==> src/rtl/ex_pipe_pkg.sv <==
// Shared widths, encodings and payload layout for the EX->MEM pipeline register.
package ex_pipe_pkg;

    localparam int unsigned DATA_W   = 32;
    localparam int unsigned ADDR_W   = 30;
    localparam int unsigned REG_W    = 5;
    localparam int unsigned MEMOP_W  = 2;
    localparam int unsigned CTRLOP_W = 2;
    localparam int unsigned EXP_W    = 3;
    localparam int unsigned CP2_N    = 3;

    localparam logic [MEMOP_W-1:0]  MEMOP_NOP    = MEMOP_W'(0);
    localparam logic [CTRLOP_W-1:0] CTRLOP_NOP   = CTRLOP_W'(0);
    localparam logic [EXP_W-1:0]    EXP_NOEXP    = EXP_W'(0);
    localparam logic [EXP_W-1:0]    EXP_OVERFLOW = EXP_W'(3);

    typedef struct packed {
        logic [ADDR_W-1:0]   pc;
        logic                br_flag;
        logic [MEMOP_W-1:0]  mem_op;
        logic [DATA_W-1:0]   mem_wr_data;
        logic [CTRLOP_W-1:0] ctrl_op;
        logic [REG_W-1:0]    dst_addr;
        logic                gpr_we_;
        logic [EXP_W-1:0]    exp_code;
        logic [DATA_W-1:0]   out;
        logic [CP2_N-1:0]    cp2_sel;
        logic [DATA_W-1:0]   cp2_wr_data;
    } ex_payload_t;

    localparam int unsigned PAY_W = $bits(ex_payload_t);

    // Bubble payload: no memory op, no register write, no exception.
    localparam ex_payload_t PAY_RST = '{
        pc:          '0,
        br_flag:     1'b0,
        mem_op:      MEMOP_NOP,
        mem_wr_data: '0,
        ctrl_op:     CTRLOP_NOP,
        dst_addr:    '0,
        gpr_we_:     1'b1,
        exp_code:    EXP_NOEXP,
        out:         '0,
        cp2_sel:     '0,
        cp2_wr_data: '0
    };

    typedef enum logic [1:0] {
        BUF_EMPTY = 2'd0,
        BUF_FULL  = 2'd1,
        BUF_BOTH  = 2'd2
    } buf_state_e;

endpackage

==> src/rtl/ex_pipe_reg_if.sv <==
// EX->MEM stage boundary: upstream instruction bundle, control strobes and registered EX payload.
interface ex_pipe_reg_if;
    import ex_pipe_pkg::*;

    logic                in_valid;
    logic                in_ready;
    logic                flush;
    logic                int_detect;
    logic [EXP_W-1:0]    int_type;
    logic [DATA_W-1:0]   alu_out;
    logic                alu_of;
    logic [ADDR_W-1:0]   id_pc;
    logic                id_br_flag;
    logic [MEMOP_W-1:0]  id_mem_op;
    logic [DATA_W-1:0]   id_mem_wr_data;
    logic [CTRLOP_W-1:0] id_ctrl_op;
    logic [REG_W-1:0]    id_dst_addr;
    logic                id_gpr_we_;
    logic [EXP_W-1:0]    id_exp_code;
    logic [CP2_N-1:0]    id_cp2_sel;
    logic [DATA_W-1:0]   id_cp2_wr_data;

    logic                ex_valid;
    logic                ex_ready;
    logic [ADDR_W-1:0]   ex_pc;
    logic                ex_br_flag;
    logic [MEMOP_W-1:0]  ex_mem_op;
    logic [DATA_W-1:0]   ex_mem_wr_data;
    logic [CTRLOP_W-1:0] ex_ctrl_op;
    logic [REG_W-1:0]    ex_dst_addr;
    logic                ex_gpr_we_;
    logic [EXP_W-1:0]    ex_exp_code;
    logic [DATA_W-1:0]   ex_out;
    logic [CP2_N-1:0]    ex_cp2_sel;
    logic [DATA_W-1:0]   ex_cp2_wr_data;

    // Upstream/EX-side driver view.
    modport master (
        output in_valid, flush, int_detect, int_type, alu_out, alu_of,
               id_pc, id_br_flag, id_mem_op, id_mem_wr_data, id_ctrl_op,
               id_dst_addr, id_gpr_we_, id_exp_code, id_cp2_sel, id_cp2_wr_data,
               ex_ready,
        input  in_ready, ex_valid, ex_pc, ex_br_flag, ex_mem_op, ex_mem_wr_data,
               ex_ctrl_op, ex_dst_addr, ex_gpr_we_, ex_exp_code, ex_out,
               ex_cp2_sel, ex_cp2_wr_data
    );

    // Pipeline register view.
    modport slave (
        input  in_valid, flush, int_detect, int_type, alu_out, alu_of,
               id_pc, id_br_flag, id_mem_op, id_mem_wr_data, id_ctrl_op,
               id_dst_addr, id_gpr_we_, id_exp_code, id_cp2_sel, id_cp2_wr_data,
               ex_ready,
        output in_ready, ex_valid, ex_pc, ex_br_flag, ex_mem_op, ex_mem_wr_data,
               ex_ctrl_op, ex_dst_addr, ex_gpr_we_, ex_exp_code, ex_out,
               ex_cp2_sel, ex_cp2_wr_data
    );

endinterface

==> src/rtl/pipe_skid_buf.sv <==
// Generic valid/ready buffer: one main entry plus an optional skid entry.
// SKID=1 gives a registered in_ready; SKID=0 is a single entry with combinational ready.
module pipe_skid_buf
    import ex_pipe_pkg::*;
#(
    parameter int unsigned W       = PAY_W,
    parameter int unsigned SKID    = 1,
    parameter logic [W-1:0] RST_VAL = '0
) (
    input  logic         clk,
    input  logic         reset,
    input  logic         flush,
    input  logic         in_valid,
    output logic         in_ready,
    input  logic [W-1:0] in_data,
    output logic         out_valid,
    input  logic         out_ready,
    output logic [W-1:0] out_data
);

    buf_state_e   state_q;
    buf_state_e   state_d;
    logic         in_ready_q;
    logic [W-1:0] main_q;
    logic [W-1:0] skid_q;

    logic         acc;
    logic         pop;
    logic         ld_main;
    logic         main_from_skid;
    logic         ld_skid;

    // State register; in_ready is precomputed from the state being entered.
    always_ff @(posedge clk) begin
        if (reset) begin
            state_q    <= BUF_EMPTY;
            in_ready_q <= 1'b1;
        end else begin
            state_q    <= state_d;
            in_ready_q <= (state_d != BUF_BOTH);
        end
    end

    // Next state; flush empties the buffer regardless of handshakes.
    always_comb begin
        state_d = state_q;
        if (flush) begin
            state_d = BUF_EMPTY;
        end else begin
            unique case (state_q)
                BUF_EMPTY: if (acc) state_d = BUF_FULL;
                BUF_FULL: begin
                    if (acc && !pop && (SKID != 0)) state_d = BUF_BOTH;
                    else if (!acc && pop)           state_d = BUF_EMPTY;
                end
                BUF_BOTH:  if (pop) state_d = BUF_FULL;
                default:   state_d = BUF_EMPTY;
            endcase
        end
    end

    // Handshake decode and entry load strobes.
    always_comb begin
        out_valid      = (state_q != BUF_EMPTY);
        in_ready       = (SKID != 0) ? in_ready_q : ((state_q == BUF_EMPTY) || out_ready);
        acc            = in_valid && in_ready;
        pop            = out_valid && out_ready;
        ld_main        = 1'b0;
        main_from_skid = 1'b0;
        ld_skid        = 1'b0;
        unique case (state_q)
            BUF_EMPTY: ld_main = acc;
            BUF_FULL: begin
                if (acc && pop)  ld_main = 1'b1;
                else if (acc)    ld_skid = 1'b1;
            end
            BUF_BOTH:  main_from_skid = pop;
            default: ;
        endcase
    end

    // Entry storage: the head only changes on load, so it is stable under backpressure.
    always_ff @(posedge clk) begin
        if (reset || flush) begin
            main_q <= RST_VAL;
            skid_q <= RST_VAL;
        end else begin
            if (ld_main)             main_q <= in_data;
            else if (main_from_skid) main_q <= skid_q;
            if (ld_skid)             skid_q <= in_data;
        end
    end

    assign out_data = main_q;

endmodule

==> src/rtl/ex_pipe_reg.sv <==
// EX->MEM pipeline register: squashes the incoming bundle at capture, then buffers it
// behind a valid/ready handshake.
module ex_pipe_reg
    import ex_pipe_pkg::*;
#(
    parameter int unsigned SKID = 1
) (
    input  logic          clk,
    input  logic          reset,
    ex_pipe_reg_if.slave  bus
);

    ex_payload_t      cap_pay;
    ex_payload_t      head_pay;
    logic [PAY_W-1:0] cap_bits;
    logic [PAY_W-1:0] head_bits;
    logic             buf_in_ready;
    logic             buf_out_valid;

    // Squash priority: interrupt tag, then overflow, else a straight copy.
    always_comb begin
        cap_pay         = PAY_RST;
        cap_pay.pc      = bus.id_pc;
        cap_pay.br_flag = bus.id_br_flag;
        if (bus.int_detect) begin
            cap_pay.exp_code = bus.int_type;
        end else if (bus.alu_of) begin
            cap_pay.exp_code = EXP_OVERFLOW;
        end else begin
            cap_pay.mem_op      = bus.id_mem_op;
            cap_pay.mem_wr_data = bus.id_mem_wr_data;
            cap_pay.ctrl_op     = bus.id_ctrl_op;
            cap_pay.dst_addr    = bus.id_dst_addr;
            cap_pay.gpr_we_     = bus.id_gpr_we_;
            cap_pay.exp_code    = bus.id_exp_code;
            cap_pay.out         = bus.alu_out;
            cap_pay.cp2_sel     = bus.id_cp2_sel;
            cap_pay.cp2_wr_data = bus.id_cp2_wr_data;
        end
    end

    assign cap_bits = cap_pay;

    pipe_skid_buf #(
        .W       (PAY_W),
        .SKID    (SKID),
        .RST_VAL (PAY_RST)
    ) u_buf (
        .clk       (clk),
        .reset     (reset),
        .flush     (bus.flush),
        .in_valid  (bus.in_valid),
        .in_ready  (buf_in_ready),
        .in_data   (cap_bits),
        .out_valid (buf_out_valid),
        .out_ready (bus.ex_ready),
        .out_data  (head_bits)
    );

    assign head_pay = ex_payload_t'(head_bits);

    assign bus.in_ready       = buf_in_ready;
    assign bus.ex_valid       = buf_out_valid;
    assign bus.ex_pc          = head_pay.pc;
    assign bus.ex_br_flag     = head_pay.br_flag;
    assign bus.ex_mem_op      = head_pay.mem_op;
    assign bus.ex_mem_wr_data = head_pay.mem_wr_data;
    assign bus.ex_ctrl_op     = head_pay.ctrl_op;
    assign bus.ex_dst_addr    = head_pay.dst_addr;
    assign bus.ex_gpr_we_     = head_pay.gpr_we_;
    assign bus.ex_exp_code    = head_pay.exp_code;
    assign bus.ex_out         = head_pay.out;
    assign bus.ex_cp2_sel     = head_pay.cp2_sel;
    assign bus.ex_cp2_wr_data = head_pay.cp2_wr_data;

endmodule

==> src/flat_wrapper.sv <==
// flat-port wrapper written by rule: the top's interface ports become plain ports
module ex_pipe_reg_flat import ex_pipe_pkg::*;
#(
    parameter int unsigned SKID = 1
)
  (clk, reset, bus_in_valid, bus_flush, bus_int_detect, bus_int_type, bus_alu_out, bus_alu_of, bus_id_pc, bus_id_br_flag, bus_id_mem_op, bus_id_mem_wr_data, bus_id_ctrl_op, bus_id_dst_addr, bus_id_gpr_we_, bus_id_exp_code, bus_id_cp2_sel, bus_id_cp2_wr_data, bus_ex_ready, bus_in_ready, bus_ex_valid, bus_ex_pc, bus_ex_br_flag, bus_ex_mem_op, bus_ex_mem_wr_data, bus_ex_ctrl_op, bus_ex_dst_addr, bus_ex_gpr_we_, bus_ex_exp_code, bus_ex_out, bus_ex_cp2_sel, bus_ex_cp2_wr_data);
  ex_pipe_reg_if bus_i ();
  input  logic clk;
  input  logic reset;
  input wire logic [$bits(bus_i.in_valid)-1:0] bus_in_valid;
  input wire logic [$bits(bus_i.flush)-1:0] bus_flush;
  input wire logic [$bits(bus_i.int_detect)-1:0] bus_int_detect;
  input wire logic [$bits(bus_i.int_type)-1:0] bus_int_type;
  input wire logic [$bits(bus_i.alu_out)-1:0] bus_alu_out;
  input wire logic [$bits(bus_i.alu_of)-1:0] bus_alu_of;
  input wire logic [$bits(bus_i.id_pc)-1:0] bus_id_pc;
  input wire logic [$bits(bus_i.id_br_flag)-1:0] bus_id_br_flag;
  input wire logic [$bits(bus_i.id_mem_op)-1:0] bus_id_mem_op;
  input wire logic [$bits(bus_i.id_mem_wr_data)-1:0] bus_id_mem_wr_data;
  input wire logic [$bits(bus_i.id_ctrl_op)-1:0] bus_id_ctrl_op;
  input wire logic [$bits(bus_i.id_dst_addr)-1:0] bus_id_dst_addr;
  input wire logic [$bits(bus_i.id_gpr_we_)-1:0] bus_id_gpr_we_;
  input wire logic [$bits(bus_i.id_exp_code)-1:0] bus_id_exp_code;
  input wire logic [$bits(bus_i.id_cp2_sel)-1:0] bus_id_cp2_sel;
  input wire logic [$bits(bus_i.id_cp2_wr_data)-1:0] bus_id_cp2_wr_data;
  input wire logic [$bits(bus_i.ex_ready)-1:0] bus_ex_ready;
  output wire logic [$bits(bus_i.in_ready)-1:0] bus_in_ready;
  output wire logic [$bits(bus_i.ex_valid)-1:0] bus_ex_valid;
  output wire logic [$bits(bus_i.ex_pc)-1:0] bus_ex_pc;
  output wire logic [$bits(bus_i.ex_br_flag)-1:0] bus_ex_br_flag;
  output wire logic [$bits(bus_i.ex_mem_op)-1:0] bus_ex_mem_op;
  output wire logic [$bits(bus_i.ex_mem_wr_data)-1:0] bus_ex_mem_wr_data;
  output wire logic [$bits(bus_i.ex_ctrl_op)-1:0] bus_ex_ctrl_op;
  output wire logic [$bits(bus_i.ex_dst_addr)-1:0] bus_ex_dst_addr;
  output wire logic [$bits(bus_i.ex_gpr_we_)-1:0] bus_ex_gpr_we_;
  output wire logic [$bits(bus_i.ex_exp_code)-1:0] bus_ex_exp_code;
  output wire logic [$bits(bus_i.ex_out)-1:0] bus_ex_out;
  output wire logic [$bits(bus_i.ex_cp2_sel)-1:0] bus_ex_cp2_sel;
  output wire logic [$bits(bus_i.ex_cp2_wr_data)-1:0] bus_ex_cp2_wr_data;
  assign bus_i.in_valid = bus_in_valid;
  assign bus_i.flush = bus_flush;
  assign bus_i.int_detect = bus_int_detect;
  assign bus_i.int_type = bus_int_type;
  assign bus_i.alu_out = bus_alu_out;
  assign bus_i.alu_of = bus_alu_of;
  assign bus_i.id_pc = bus_id_pc;
  assign bus_i.id_br_flag = bus_id_br_flag;
  assign bus_i.id_mem_op = bus_id_mem_op;
  assign bus_i.id_mem_wr_data = bus_id_mem_wr_data;
  assign bus_i.id_ctrl_op = bus_id_ctrl_op;
  assign bus_i.id_dst_addr = bus_id_dst_addr;
  assign bus_i.id_gpr_we_ = bus_id_gpr_we_;
  assign bus_i.id_exp_code = bus_id_exp_code;
  assign bus_i.id_cp2_sel = bus_id_cp2_sel;
  assign bus_i.id_cp2_wr_data = bus_id_cp2_wr_data;
  assign bus_i.ex_ready = bus_ex_ready;
  assign bus_in_ready = bus_i.in_ready;
  assign bus_ex_valid = bus_i.ex_valid;
  assign bus_ex_pc = bus_i.ex_pc;
  assign bus_ex_br_flag = bus_i.ex_br_flag;
  assign bus_ex_mem_op = bus_i.ex_mem_op;
  assign bus_ex_mem_wr_data = bus_i.ex_mem_wr_data;
  assign bus_ex_ctrl_op = bus_i.ex_ctrl_op;
  assign bus_ex_dst_addr = bus_i.ex_dst_addr;
  assign bus_ex_gpr_we_ = bus_i.ex_gpr_we_;
  assign bus_ex_exp_code = bus_i.ex_exp_code;
  assign bus_ex_out = bus_i.ex_out;
  assign bus_ex_cp2_sel = bus_i.ex_cp2_sel;
  assign bus_ex_cp2_wr_data = bus_i.ex_cp2_wr_data;
  ex_pipe_reg #(.SKID(SKID)) u_core (.clk(clk), .reset(reset), .bus(bus_i));
endmodule
==> config.mk <==
export PLATFORM = sky130hd
export DESIGN_NAME = ex_pipe_reg_flat
export DESIGN_NICKNAME = d
export VERILOG_FILES = /design/src/rtl/ex_pipe_pkg.sv /design/src/rtl/ex_pipe_reg_if.sv /design/src/rtl/pipe_skid_buf.sv /design/src/rtl/ex_pipe_reg.sv /design/src/flat_wrapper.sv
export SDC_FILE = /design/constraint.sdc
export NUM_CORES = 1
export LEC_CHECK = 0
export CAP_MARGIN = 20
export CORE_MARGIN = 10
export CORE_UTILIZATION = 40
export CTS_BUF_LIST = sky130_fd_sc_hd__clkbuf_4 sky130_fd_sc_hd__clkbuf_8
export DETAILED_ROUTE_END_ITERATION = 12
export PLACE_DENSITY = 0.69
export SYNTH_ARGS = -nofsm -noshare
export SYNTH_HDL_FRONTEND = slang
export SYNTH_SLANG_ARGS = --single-unit
==> constraint.sdc <==
create_clock -name clk -period 3.6 [get_ports clk]
set_input_delay 0.54 -clock clk [delete_from_list [all_inputs] [get_ports clk]]
set_output_delay 0.54 -clock clk [all_outputs]
set_load 0.05 [all_outputs]
# --- Word-level counts from Yosys, hierarchy flattened ---
# Index checks and enable logic that the tools add are counted.
word_totals:
  reg_bits: 289
  latch_bits: 0
  ram_bits: 0
  mem_bits_ro: 0
  input_bits: 153
  out_inout_bits: 145
  wordCells: 38
  mem_count: 0
op_classes:
  addsub: 0
  n_mul: 0
  n_div: 0
  n_lt_le_gt_ge: 0
  n_eq_ne: 3
  shift: 0
  muxes: 20
  bitwise_logic: 0
  n_reduce_logical: 11
ops:
  columns: ["operator", "count"]
  rows:
  - ["143-bit two-way mux", 2]
  - ["67-bit two-way mux", 2]
  - ["42-bit two-way mux", 2]
  - ["2-bit two-way mux", 5]
  - ["3-bit two-way mux", 2]
  - ["2-bit case mux with 3 select lines", 1]
  - ["1-bit logical AND", 5]
  - ["1-bit two-way mux", 5]
  - ["2-bit nonzero test", 2]
  - ["2-bit by 1-bit equality test with 1-bit output (second input constant)", 1]
  - ["2-bit equality test (second input constant)", 1]
  - ["1-bit zero test", 2]
  - ["2-bit zero test", 1]
  - ["2-bit != test (second input constant)", 1]
  - ["1-bit case mux with 2 select lines", 1]
  - ["1-bit logical OR", 1]

# --- Longest topological paths before layout ---
depth:
  word_depth: 8
  depth_mapped: 7
  mapped_depth_nobuf: 4

# --- Modules after synthesis ---
# From an unflattened synthesis, not the netlist that was laid out.
hier_totals:
  cells_unflattened: 1561
  area_unflattened_um2: 11766.3
modules_own_cells:
  columns: ["mod", "instances", "cells_per_inst", "area_per_inst_um2"]
  rows:
  - ["pipe_skid_buf", 1, 1433, 10930.5]
  - ["ex_pipe_reg", 1, 128, 835.8]

# --- Worst setup path after synthesis ---
# No wires, ideal clock.
synth_timing:
  path_kind: "flip-flop to flip-flop"
  startpoint: "reg u_core.u_buf.in_ready_q, in the netlist u_core.u_buf.in_ready"
  endpoint: "reg u_core.u_buf.main_q[73], in the netlist u_core.u_buf.out_data[73]"
  arrival_ns: 1.705
  t_required_ns: 3.454
  path_slack_ns: 1.749
  stages_incl_launch_ff: 8
  n_path_buf: 3
  path_cell_list: "dfxtp_1 nand3b_1 nand2b_1 buf_4 buf_6 buf_4 a21oi_1 a211oi_2"
synth_between:
  elab_chain_len: 5
synth_lines:
  columns: ["item", "line_no", "text"]
  rows:
  - ["from (decl)", "pipe_skid_buf.sv:23", "logic in_ready_q;"]
  - ["from (signal assigned)", "pipe_skid_buf.sv:40", "in_ready_q <= (state_d != BUF_BOTH);"]
  - ["1-bit logical AND (*)", "pipe_skid_buf.sv:66", "acc = in_valid && in_ready;"]
  - ["1-bit logical AND", "pipe_skid_buf.sv:74", "if (acc && pop) ld_main = 1'b1;"]
  - ["1-bit two-way mux", "pipe_skid_buf.sv:74", null]
  - ["1-bit case mux with 2 select lines (*)", "pipe_skid_buf.sv:71", "unique case (state_q)"]
  - ["143-bit two-way mux or 2-bit nonzero test (tied branches)", null, null]
  - ["to (signal assigned)", "pipe_skid_buf.sv:88", "if (ld_main) main_q <= in_data;"]
  - ["to (signal assigned)", "pipe_skid_buf.sv:89", "else if (main_from_skid) main_q <= skid_q;"]
  - ["to (decl)", "pipe_skid_buf.sv:24", "logic [W-1:0] main_q;"]
# Mark *: on every way between the ends. The rest lies on a longest branch, timed or not.
# A chain may end at the register's enable or synchronous reset.

# --- Worst setup path after layout ---
layout_timing:
  startpoint: "reg u_core.u_buf.state_q[0]"
  endpoint: "out bus_ex_valid"
layout_between:
  elab_chain_len: 1
layout_lines:
  columns: ["item", "line_no", "text"]
  rows:
  - ["from (decl)", "pipe_skid_buf.sv:21", "buf_state_e state_q;"]
  - ["from (signal assigned)", "pipe_skid_buf.sv:39", "state_q <= state_d;"]
  - ["2-bit nonzero test", "pipe_skid_buf.sv:64", "out_valid = (state_q != BUF_EMPTY);"]
  - ["to (decl)", "flat_wrapper.sv:28", "output wire logic [$bits(bus_i.ex_valid)-1:0] bus_ex_valid;"]
# Every way passes these cells.

==> impl_metrics.tcl <==
set metrics [dict create \
    cp-startpoint "u_core.u_buf.state_q[0]$_SDFF_PP0_" \
    synth_area_per_cell_um2 8.05 \
    fin_crit_sh_pct 70.6 \
    cts_resized 0 \
    yosys_warnings 0 \
    clock_path_buffers 3 \
    finalNetCount 1842 \
    firstDrtPassIters 7 \
    gp_congestion 0.767 \
    p_leak_nw 5.14 \
    track_usage_pct 20.1 \
    grt_pass1_vias 11200 \
    outcome "finished clean" \
    grt_pass1_wl_um 61200 \
    drt-vias-per-instance 5.42 \
    clk_latency_ns 0.55 \
    hold_path_class "flop to flop" \
    finalWirelength_um 38800 \
    hold_violations 0 \
    startpoint_type "flop" \
    reg2reg_depth 5 \
    tritoncts "done" \
    yosysTopAreaCell "dfxtp_1" \
    fp.dieW_um 192 \
    detail-route-antenna-nets 0 \
    initial_core_util_pct 40.8 \
    dp_cells 2024 \
    fin_cells 2108 \
    yosys-top-cells-count "a21oi_1, nand2_1, dfxtp_1" \
    critPathArrivalTime_ns 2.00 \
    vias 11400 \
    yosysSeqAreaShare_pct 49.0 \
    core_mm2 0.0289 \
    fin_tns_setup_ns 0 \
    synth.most_common_cell "a21oi_1" \
    regArea_mm2 0.00579 \
    drc 0 \
    cts_hold_buf 0 \
    max_slew_margin_pct 40.6 \
    ys_ff_latch 289 \
    hpwl_um 24400 \
    drt_iter0_markers 941 \
    crit_path_end_kind "output pin" \
    post-route-util_pct 55.0 \
    synth_top_area_share_pct 49.0 \
    cp_cell_sequence "or2_2, clkdlybuf4s50_1" \
    num_io_pins 298 \
    fmaxAchievable_ghz 0.393 \
    htree_levels 2 \
    path_clk_slew_ns 0.06 \
    grt.overflow.total 0 \
    synth.area.top_cells "dfxtp_1, a21oi_1, nand2_1, a211oi_2, nand3_1" \
    synth_nets 1619 \
    die_y_um 192 \
    synth_edf_count 0 \
    syn_to_final_growth_pct 34.8 \
    setup_viol 0 \
    worst_ep_required_time_ns 3.06 \
    antenna_found_initial 3 \
    synth.distinct_cells 31 \
    syn_area_mm2 0.0118 \
    maxCapViolCount 0 \
    cp_max_fo 7 \
    cts.sinks 289 \
    synth_ff_type "dfxtp_1" \
    rsz0062_at_grt "false" \
    hold_ws_ns 0.448 \
    worst_pin_slew_ns 0.890 \
    cts_inserted_buffers 47 \
    path_class "flop to output pin" \
    reg2reg_from "u_core.u_buf.state_q[1]$_SDFF_PP0_" \
    slew_violations 0 \
    cts_setup_buffers 0 \
    ir_drop_mv 0.259 \
    root_buffer "clkbuf_8" \
    async_flop_share_pct 0 \
    fill_cells 2697 \
    fp-row-count 62 \
    cp-endpoint "bus_ex_valid" \
    reg2reg_slack_ns 1.34 \
    fin_crit_ns 2.54 \
    drive_gt1_share_pct 9.65 \
    slowest_stage "clkdlybuf4s50_1" \
    wire_per_inst_um 18.4 \
    io_buffers 297 \
    die_area_mm2 0.0368 \
    netlist_instances 1466 \
    multi_input_area_mm2 0.00533 \
    p_per_area_mw_per_mm2 457 \
    finClkSkew_ns 0.0128 \
    grt_max_degree 110 \
    reg2reg_to "u_core.u_buf.skid_q[114]$_SDFFE_PP0P_" \
    critPathMaxStageDelay_ns 0.80 \
]
[how the worst min path moves through the flow]
stage | startpoint | to | slack (ns) | cells after the start
floorplan | u_core.u_buf.skid_q[115]$_SDFFE_PP0P_ | u_core.u_buf.out_data[115]$_SDFFE_PP0P_ | 0.43 | 2
global placement | u_core.u_buf.skid_q[126]$_SDFFE_PP0P_ | u_core.u_buf.out_data[126]$_SDFFE_PP0P_ | 0.44 | 2
detailed placement | u_core.u_buf.skid_q[114]$_SDFFE_PP0P_ | u_core.u_buf.out_data[114]$_SDFFE_PP0P_ | 0.44 | 2
CTS | u_core.u_buf.skid_q[114]$_SDFFE_PP0P_ | u_core.u_buf.out_data[114]$_SDFFE_PP0P_ | 0.45 | 2
global route | u_core.u_buf.skid_q[114]$_SDFFE_PP0P_ | u_core.u_buf.out_data[114]$_SDFFE_PP0P_ | 0.46 | 2
finish | u_core.u_buf.skid_q[114]$_SDFFE_PP0P_ | u_core.u_buf.out_data[114]$_SDFFE_PP0P_ | 0.45 | 2
[routing by layer]
metal  vias up  routed length, um  GRT usage, %  share of wire, %
li1       5588                  -             -                 -
met1      5440              16300          25.0                42
met2       341              18800          33.4                49
met3        56               2830          4.99               7.3
met4         0                820          6.10               2.1
met5         -                  0             0                 0
[cells by family (layout without fill, tap and decap cells)]
kind of cell	Yosys count	in the layout	share of synthesized area, %
and+or+nand+nor	450	450	15.9
AOI/OAI and AO/OA	574	574	28.8
muxes	2	2	0.170
DFF	289	289	49.0
other	0	3	0
buffers and inverters	151	406	6.09
[final cells by class]
type | count | share of cell area [%]
sequential | 289 | 36.4
multi-input combinational | 1026 | 33.5
timing repair buffer | 323 | 20.9
clock buffer | 78 | 5.96
tap | 384 | 3.02
clock inverter | 3 | 0.0944
inverter | 2 | 0.0472
antenna | 3 | 0.0472
[power breakdown]
part / internal, mW / switching (mW)
clock: 1.65 / 1.27
sequential: 3.27 / 0.0432
combinational: 0.393 / 0.644
total: 5.31 / 1.96
[placed cells by master (no fill, tap or decap), types with 3 or more instances in the layout]
cell,instances
o21ai_0,32
clkinv_2,3
clkbuf_8,58
clkdlybuf4s50_1,297
nor2_1,4
buf_4,13
nand3_1,109
nand2_1,321
a211oi_1,63
dfxtp_1,289
a21oi_1,423
diode_2,3
a211oi_2,45
o21ai_1,5
buf_12,13
clkbuf_4,20
[critical path: cells and delay by family, from the launching register on]
family / cells / cell delay (ns)
simple gates: 1 / 0.18
flops: 1 / 0.49
buf+inv: 1 / 0.80
[through the flow]
| stage | worst slack [ns] | total power [mW] | area (um2) |
|---|---|---|---|
| 3_5_place_dp | 0.769 | 4.42 | 14900 |
| 5_1_grt | 0.990 | 7.57 | 15900 |
| 4_1_cts | 1.03 | 7.34 | 15900 |
| 3_3_place_gp | 0.830 | 4.41 | 14900 |
| 2_1_floorplan | 1.75 | 3.98 | 11800 |
| 6_report | 1.06 | 7.27 | 15900 |
[flip-flops by register name, indices dropped and copies added (netlist names)]
signal / cells
u_core.u_buf.in_ready: 1
u_core.u_buf.out_data: 143
u_core.u_buf.skid_q: 143
u_core.u_buf.state_q: 2
Note: power is estimated with default switching activity, not from simulation.
